**config.mk**
```make
export PLATFORM = sky130hd
export DESIGN_NAME = id_operand_stage
export DESIGN_NICKNAME = d
export VERILOG_FILES = /design/src/rtl/id_operand_stage.sv
export SDC_FILE = /design/constraint.sdc
export NUM_CORES = 1
export LEC_CHECK = 0
export CORE_AREA = 2 2 98 172
export CTS_BUF_LIST = sky130_fd_sc_hd__clkbuf_8
export CTS_CLUSTER_DIAMETER = 80
export CTS_CLUSTER_SIZE = 12
export DETAILED_ROUTE_END_ITERATION = 6
export DIE_AREA = 0 0 100 174
export PLACE_DENSITY = 0.75
export SLEW_MARGIN = 0
export SYNTH_ARGS = -nofsm -noshare
export SYNTH_HDL_FRONTEND = slang
export SYNTH_SLANG_ARGS = --single-unit
export TNS_END_PERCENT = 30
```
**constraint.sdc**
```tcl
create_clock -name CLK -period 8.25 [get_ports CLK]
set_input_delay 1.65 -clock CLK [delete_from_list [all_inputs] [get_ports CLK]]
set_output_delay 1.65 -clock CLK [all_outputs]
set_load 0.05 [all_outputs]
```
**src/rtl/id_operand_stage.sv**
```systemverilog
// Decode/operand-fetch stage after the register file; 1-cycle accept-to-output latency, one bubble on load-use.
// Optional same-cycle write-back bypass selected by ID_WB_BYPASS_EN; upstream stalls via InReady when EX backpressures, a hazard is pending or Flush is high.
module id_operand_stage #(
    parameter int          DATA_W  = 32,
    parameter int          ADDR_W  = 5,
    parameter logic [5:0]  LOAD_OP = 6'b100011
) (
    input  logic              CLK,
    input  logic              RST,
    input  logic              InValid,
    output logic              InReady,
    input  logic [31:0]       Instr,
    output logic [ADDR_W-1:0] Ard1,
    output logic [ADDR_W-1:0] Ard2,
    input  logic [DATA_W-1:0] RfD1,
    input  logic [DATA_W-1:0] RfD2,
    input  logic [DATA_W-1:0] WbDin,
    input  logic [ADDR_W-1:0] WbAwr,
    input  logic              WbWrEn,
    input  logic              Flush,
    output logic              OutValid,
    input  logic              OutReady,
    output logic [DATA_W-1:0] OpA,
    output logic [DATA_W-1:0] OpB,
    output logic [DATA_W-1:0] Imm,
    output logic [5:0]        Opcode,
    output logic [ADDR_W-1:0] Rs,
    output logic [ADDR_W-1:0] Rt,
    output logic [ADDR_W-1:0] Rd
);

    logic [5:0]        in_op;
    logic [ADDR_W-1:0] in_rs, in_rt, in_rd;
    logic [DATA_W-1:0] in_imm;
    logic              adv, haz, accept;
    logic              byp_a, byp_b;
    logic [DATA_W-1:0] op_a_sel, op_b_sel;

    logic              out_vld_q, out_vld_d;
    logic [DATA_W-1:0] op_a_q, op_a_d, op_b_q, op_b_d, imm_q, imm_d;
    logic [5:0]        opcode_q, opcode_d;
    logic [ADDR_W-1:0] rs_q, rs_d, rt_q, rt_d, rd_q, rd_d;
    logic              load_pending_q, load_pending_d;
    logic [ADDR_W-1:0] load_dst_q, load_dst_d;

    assign in_op  = Instr[31:26];
    assign in_rs  = Instr[21 +: ADDR_W];
    assign in_rt  = Instr[16 +: ADDR_W];
    assign in_rd  = Instr[11 +: ADDR_W];
    assign in_imm = {{(DATA_W-16){Instr[15]}}, Instr[15:0]};

    assign Ard1 = in_rs;
    assign Ard2 = in_rt;

`ifdef ID_WB_BYPASS_EN
    assign byp_a = WbWrEn && (WbAwr != '0) && (WbAwr == in_rs);
    assign byp_b = WbWrEn && (WbAwr != '0) && (WbAwr == in_rt);
`else
    // Without the bypass the write-back port is observed only by the RF itself.
    logic wb_unused;
    assign wb_unused = ^{WbDin, WbAwr, WbWrEn};
    assign byp_a = 1'b0;
    assign byp_b = 1'b0;
`endif

    assign op_a_sel = (in_rs == '0) ? '0 : (byp_a ? WbDin : RfD1);
    assign op_b_sel = (in_rt == '0) ? '0 : (byp_b ? WbDin : RfD2);

    // A load still in ID/EX cannot forward its data yet, so a dependent read must wait one cycle.
    assign adv     = !out_vld_q || OutReady;
    assign haz     = load_pending_q && (load_dst_q != '0) &&
                     ((in_rs == load_dst_q) || (in_rt == load_dst_q));
    assign InReady = adv && !haz && !Flush;
    assign accept  = InValid && InReady;

    always_comb begin
        out_vld_d      = out_vld_q;
        op_a_d         = op_a_q;
        op_b_d         = op_b_q;
        imm_d          = imm_q;
        opcode_d       = opcode_q;
        rs_d           = rs_q;
        rt_d           = rt_q;
        rd_d           = rd_q;
        load_pending_d = load_pending_q;
        load_dst_d     = load_dst_q;
        if (accept) begin
            out_vld_d      = 1'b1;
            op_a_d         = op_a_sel;
            op_b_d         = op_b_sel;
            imm_d          = in_imm;
            opcode_d       = in_op;
            rs_d           = in_rs;
            rt_d           = in_rt;
            rd_d           = in_rd;
            load_pending_d = (in_op == LOAD_OP);
            load_dst_d     = in_rt;
        end else if (adv || Flush) begin
            // Bubble or kill: payload fields keep stale values, only validity drops.
            out_vld_d      = 1'b0;
            load_pending_d = 1'b0;
        end
    end

    always_ff @(posedge CLK or posedge RST) begin
        if (RST) begin
            out_vld_q      <= 1'b0;
            op_a_q         <= '0;
            op_b_q         <= '0;
            imm_q          <= '0;
            opcode_q       <= '0;
            rs_q           <= '0;
            rt_q           <= '0;
            rd_q           <= '0;
            load_pending_q <= 1'b0;
            load_dst_q     <= '0;
        end else begin
            out_vld_q      <= out_vld_d;
            op_a_q         <= op_a_d;
            op_b_q         <= op_b_d;
            imm_q          <= imm_d;
            opcode_q       <= opcode_d;
            rs_q           <= rs_d;
            rt_q           <= rt_d;
            rd_q           <= rd_d;
            load_pending_q <= load_pending_d;
            load_dst_q     <= load_dst_d;
        end
    end

    assign OutValid = out_vld_q;
    assign OpA      = op_a_q;
    assign OpB      = op_b_q;
    assign Imm      = imm_q;
    assign Opcode   = opcode_q;
    assign Rs       = rs_q;
    assign Rt       = rt_q;
    assign Rd       = rd_q;

endmodule

```
==> impl_metrics.toml <==
[cts]
clk_path_buf_depth = 2
numCtsBuffers = 9
htree_levels = 3
cts_tree = "done"
cts.clk_slew.worst_paths_ps = 80
clk_latency_ps = 360
cts_hold_buf = 0
cts.sinks = 98
post-cts-setup-buffer-count = 0
ctsResizeCount = 0
root_buffer = "clkbuf_8"

[routing]
wirelength_mm = 11.7
viasPerCell = 4.48
drtAntennaViolNets = 0
firstDrtPassIters = 4
drt-initial-drc-count = 52
route.detailed.drc = 0
wire_per_inst_um = 16.0
vias = 3273

[placement]
io_buffers = 229
dp_hpwl_mm = 8.83
place.gp.congestion = 0.719
dp.cells = 715

[timing]
slew_headroom_pct = 43.2
final_max_slew_viol_count = 0
worst_slew_pin_slew_ps = 852
timing.fmax_mhz = 183
fin_skew_ps = 15.7
setup_viol = 0
rsz0062_at_grt = "no"
period_share_pct = 66.3
post-route-min-period_ps = 5470
hold_viol_final = 0
setup_tns_ps = 0

[finish]
n_antenna_cell = 0
layout-drive-gt1-share_pct = 21.9
multi_input_area_mm2 = 0.00188
area_growth_pct = 49.9
finish.net_count = 673
stdcell_count = 731
seq_area_mm2 = 0.00245
num-fill-cells = 1498

[floorplanning]
fp.dieW_um = 100
core_area_mm2 = 0.0161
die_h_um = 174
start_util_pct = 29.3
pin_count = 268
dieArea_mm2 = 0.0174
core.rowCount = 62

[synth]
synth_area_mm2 = 0.00473
ys_seq_area_share_pct = 51.8
yosys_warnings = 0
syn-num-nets = 477
syn_inst = 338
postSynthAreaPerCell_um2 = 14.0
synth_seq_cells = 98
ys_types = 25

[grt]
grt_max_degree = 56
track_usage_pct = 13.5
grt_pass1_vias = 3609
grt_pass1_wl_mm = 18.6
antenna_found_initial = 0
gr-total-overflow = 0

[setup_path]
max_stage_delay_ps = 840
critPathKind = "in2out"
cp_max_fo = 4
critPathLaunchType = "input pin"
slowest_stage = "clkdlybuf4s50_1"
path_cells = "clkdlybuf4s50_1 > xor2_1 > nor3_1 > a22oi_1 > o21a_1 > clkdlybuf4s50_1"
worst_path_most_repeated_cell = "clkdlybuf4s50_1"
cp.arrival_ps = 3820
crit_required_ps = 6600
end_kind = "primary output"

[power_and_ir_drop]
p_leak_nw = 2.94
p_per_area_mw_per_mm2 = 243
ir_drop_uv = 103
p_total_w = 0.00172

[run]
cap_viol_max_count = 0

[status]
status = "completed"

[worst_hold_path]
worstHoldPathType = "reg2reg"
## cell usage in the layout, fill, tap and decap left out, types with 3 or more instances in the layout
| master | Yosys | final |
|---|---|---|
| clkdlybuf4s50_1 | 0 | 229 |
| dfrtp_1 | 98 | 98 |
| mux2_2 | 56 | 56 |
| nor2b_1 | 50 | 50 |
| mux2_4 | 40 | 40 |
| and2b_1 | 15 | 15 |
| xor2_1 | 10 | 10 |
| clkbuf_8 | 0 | 9 |
| inv_1 | 2 | 4 |
| buf_4 | 36 | 4 |
| or4_1 | 3 | 3 |
| clkinvlp_4 | 0 | 3 |
## registers in the layout, indices dropped and copies added, names as in the netlist
register and count:
Opcode 6, load_pending_q 1, Rt 5, OpA 32, Imm 16, OutValid 1, OpB 32, Rs 5
## area by class of cell
cell class	count	share of cell area, %
well taps	192	3.39
multi-input cells	190	26.5
clock buffers	9	1.75
repair buffers	233	32.8
clock inverters	7	0.900
inverters	2	0.141
flip-flops and latches	98	34.6
## cell usage after synthesis (all sizes together)
master,instances,share of area (%)
and2b,15,2.4
clkbuf,5,0.40
nand4,1,0.13
o32ai,1,0.19
or4,3,0.48
dfrtp,98,52
mux2,96,26
inv,2,0.16
a22oi,1,0.16
nor2,4,0.32
o211a,1,0.21
nor3,2,0.21
nor2b,50,6.6
nor4b,1,0.19
xor2,10,1.9
buf,43,8.2
o21a,1,0.16
nand2b,1,0.13
o21ai,2,0.29
a21oi,1,0.11
## per-stage QoR
| step | setup WS [ps] | hold slack, ps | util, % | instance area (um2) |
|---|---|---|---|---|
| 4_1_cts | 2770 | 514 | 43.9 | 7090 |
| 5_1_grt | 2640 | 525 | 43.9 | 7090 |
| 3_3_place_gp | 2770 | 490 | 42.8 | 6900 |
| 6_report | 2780 | 509 | 43.9 | 7090 |
| 3_5_place_dp | 2780 | 494 | 42.8 | 6900 |
| 2_1_floorplan | 4040 | 533 | - | 4730 |
## logic make-up (layout without fill, tap and decap cells)
family,Yosys count,count (layout),share of synthesized area [%]
multiplexers,96,96,26.0
buffers and inverters,50,251,8.73
AO/OA/AOI/OAI,7,7,1.11
XOR/XNOR,10,10,1.85
flip-flops,98,98,51.8
AND/OR/NAND/NOR,77,77,10.4
## report_power, final
| part | internal [W] | leakage [nW] | switching, W |
|---|---|---|---|
| combinational | 0.000313 | 1.69 | 0.000487 |
| sequential | 0.000563 | 1.16 | 0.0000550 |
| clock | 0.000137 | 0.0953 | 0.000165 |
## path summary, 6_finish.rpt
path	from	to	slack (ps)	cells after the start
setup / recovery	Instr[20]	InReady	2780	6
setup reg to reg	Rt[2]	Opcode[5]	5050	5
hold reg to reg	Opcode[5]	Opcode[5]	510	1
min in group asynchronous	RST	OpA[1]	1680	2
hold / removal	Opcode[5]	Opcode[5]	510	1
max in group asynchronous	RST	OpB[16]	5390	3
## critical path: cells and delay by family
family                 cells  cell delay (ps)
XOR/XNOR                   1              190
buffers and inverters      2             1390
AO/OA/AOI/OAI              2              500
AND/OR/NAND/NOR            1               80
## layer usage
layer	GRT usage, %	wire length [um]
met5	0	0
met4	4.45	237
met3	4.70	961
met2	24.6	6250
met1	14.2	4220
Note: power is estimated with default switching activity, not from simulation.
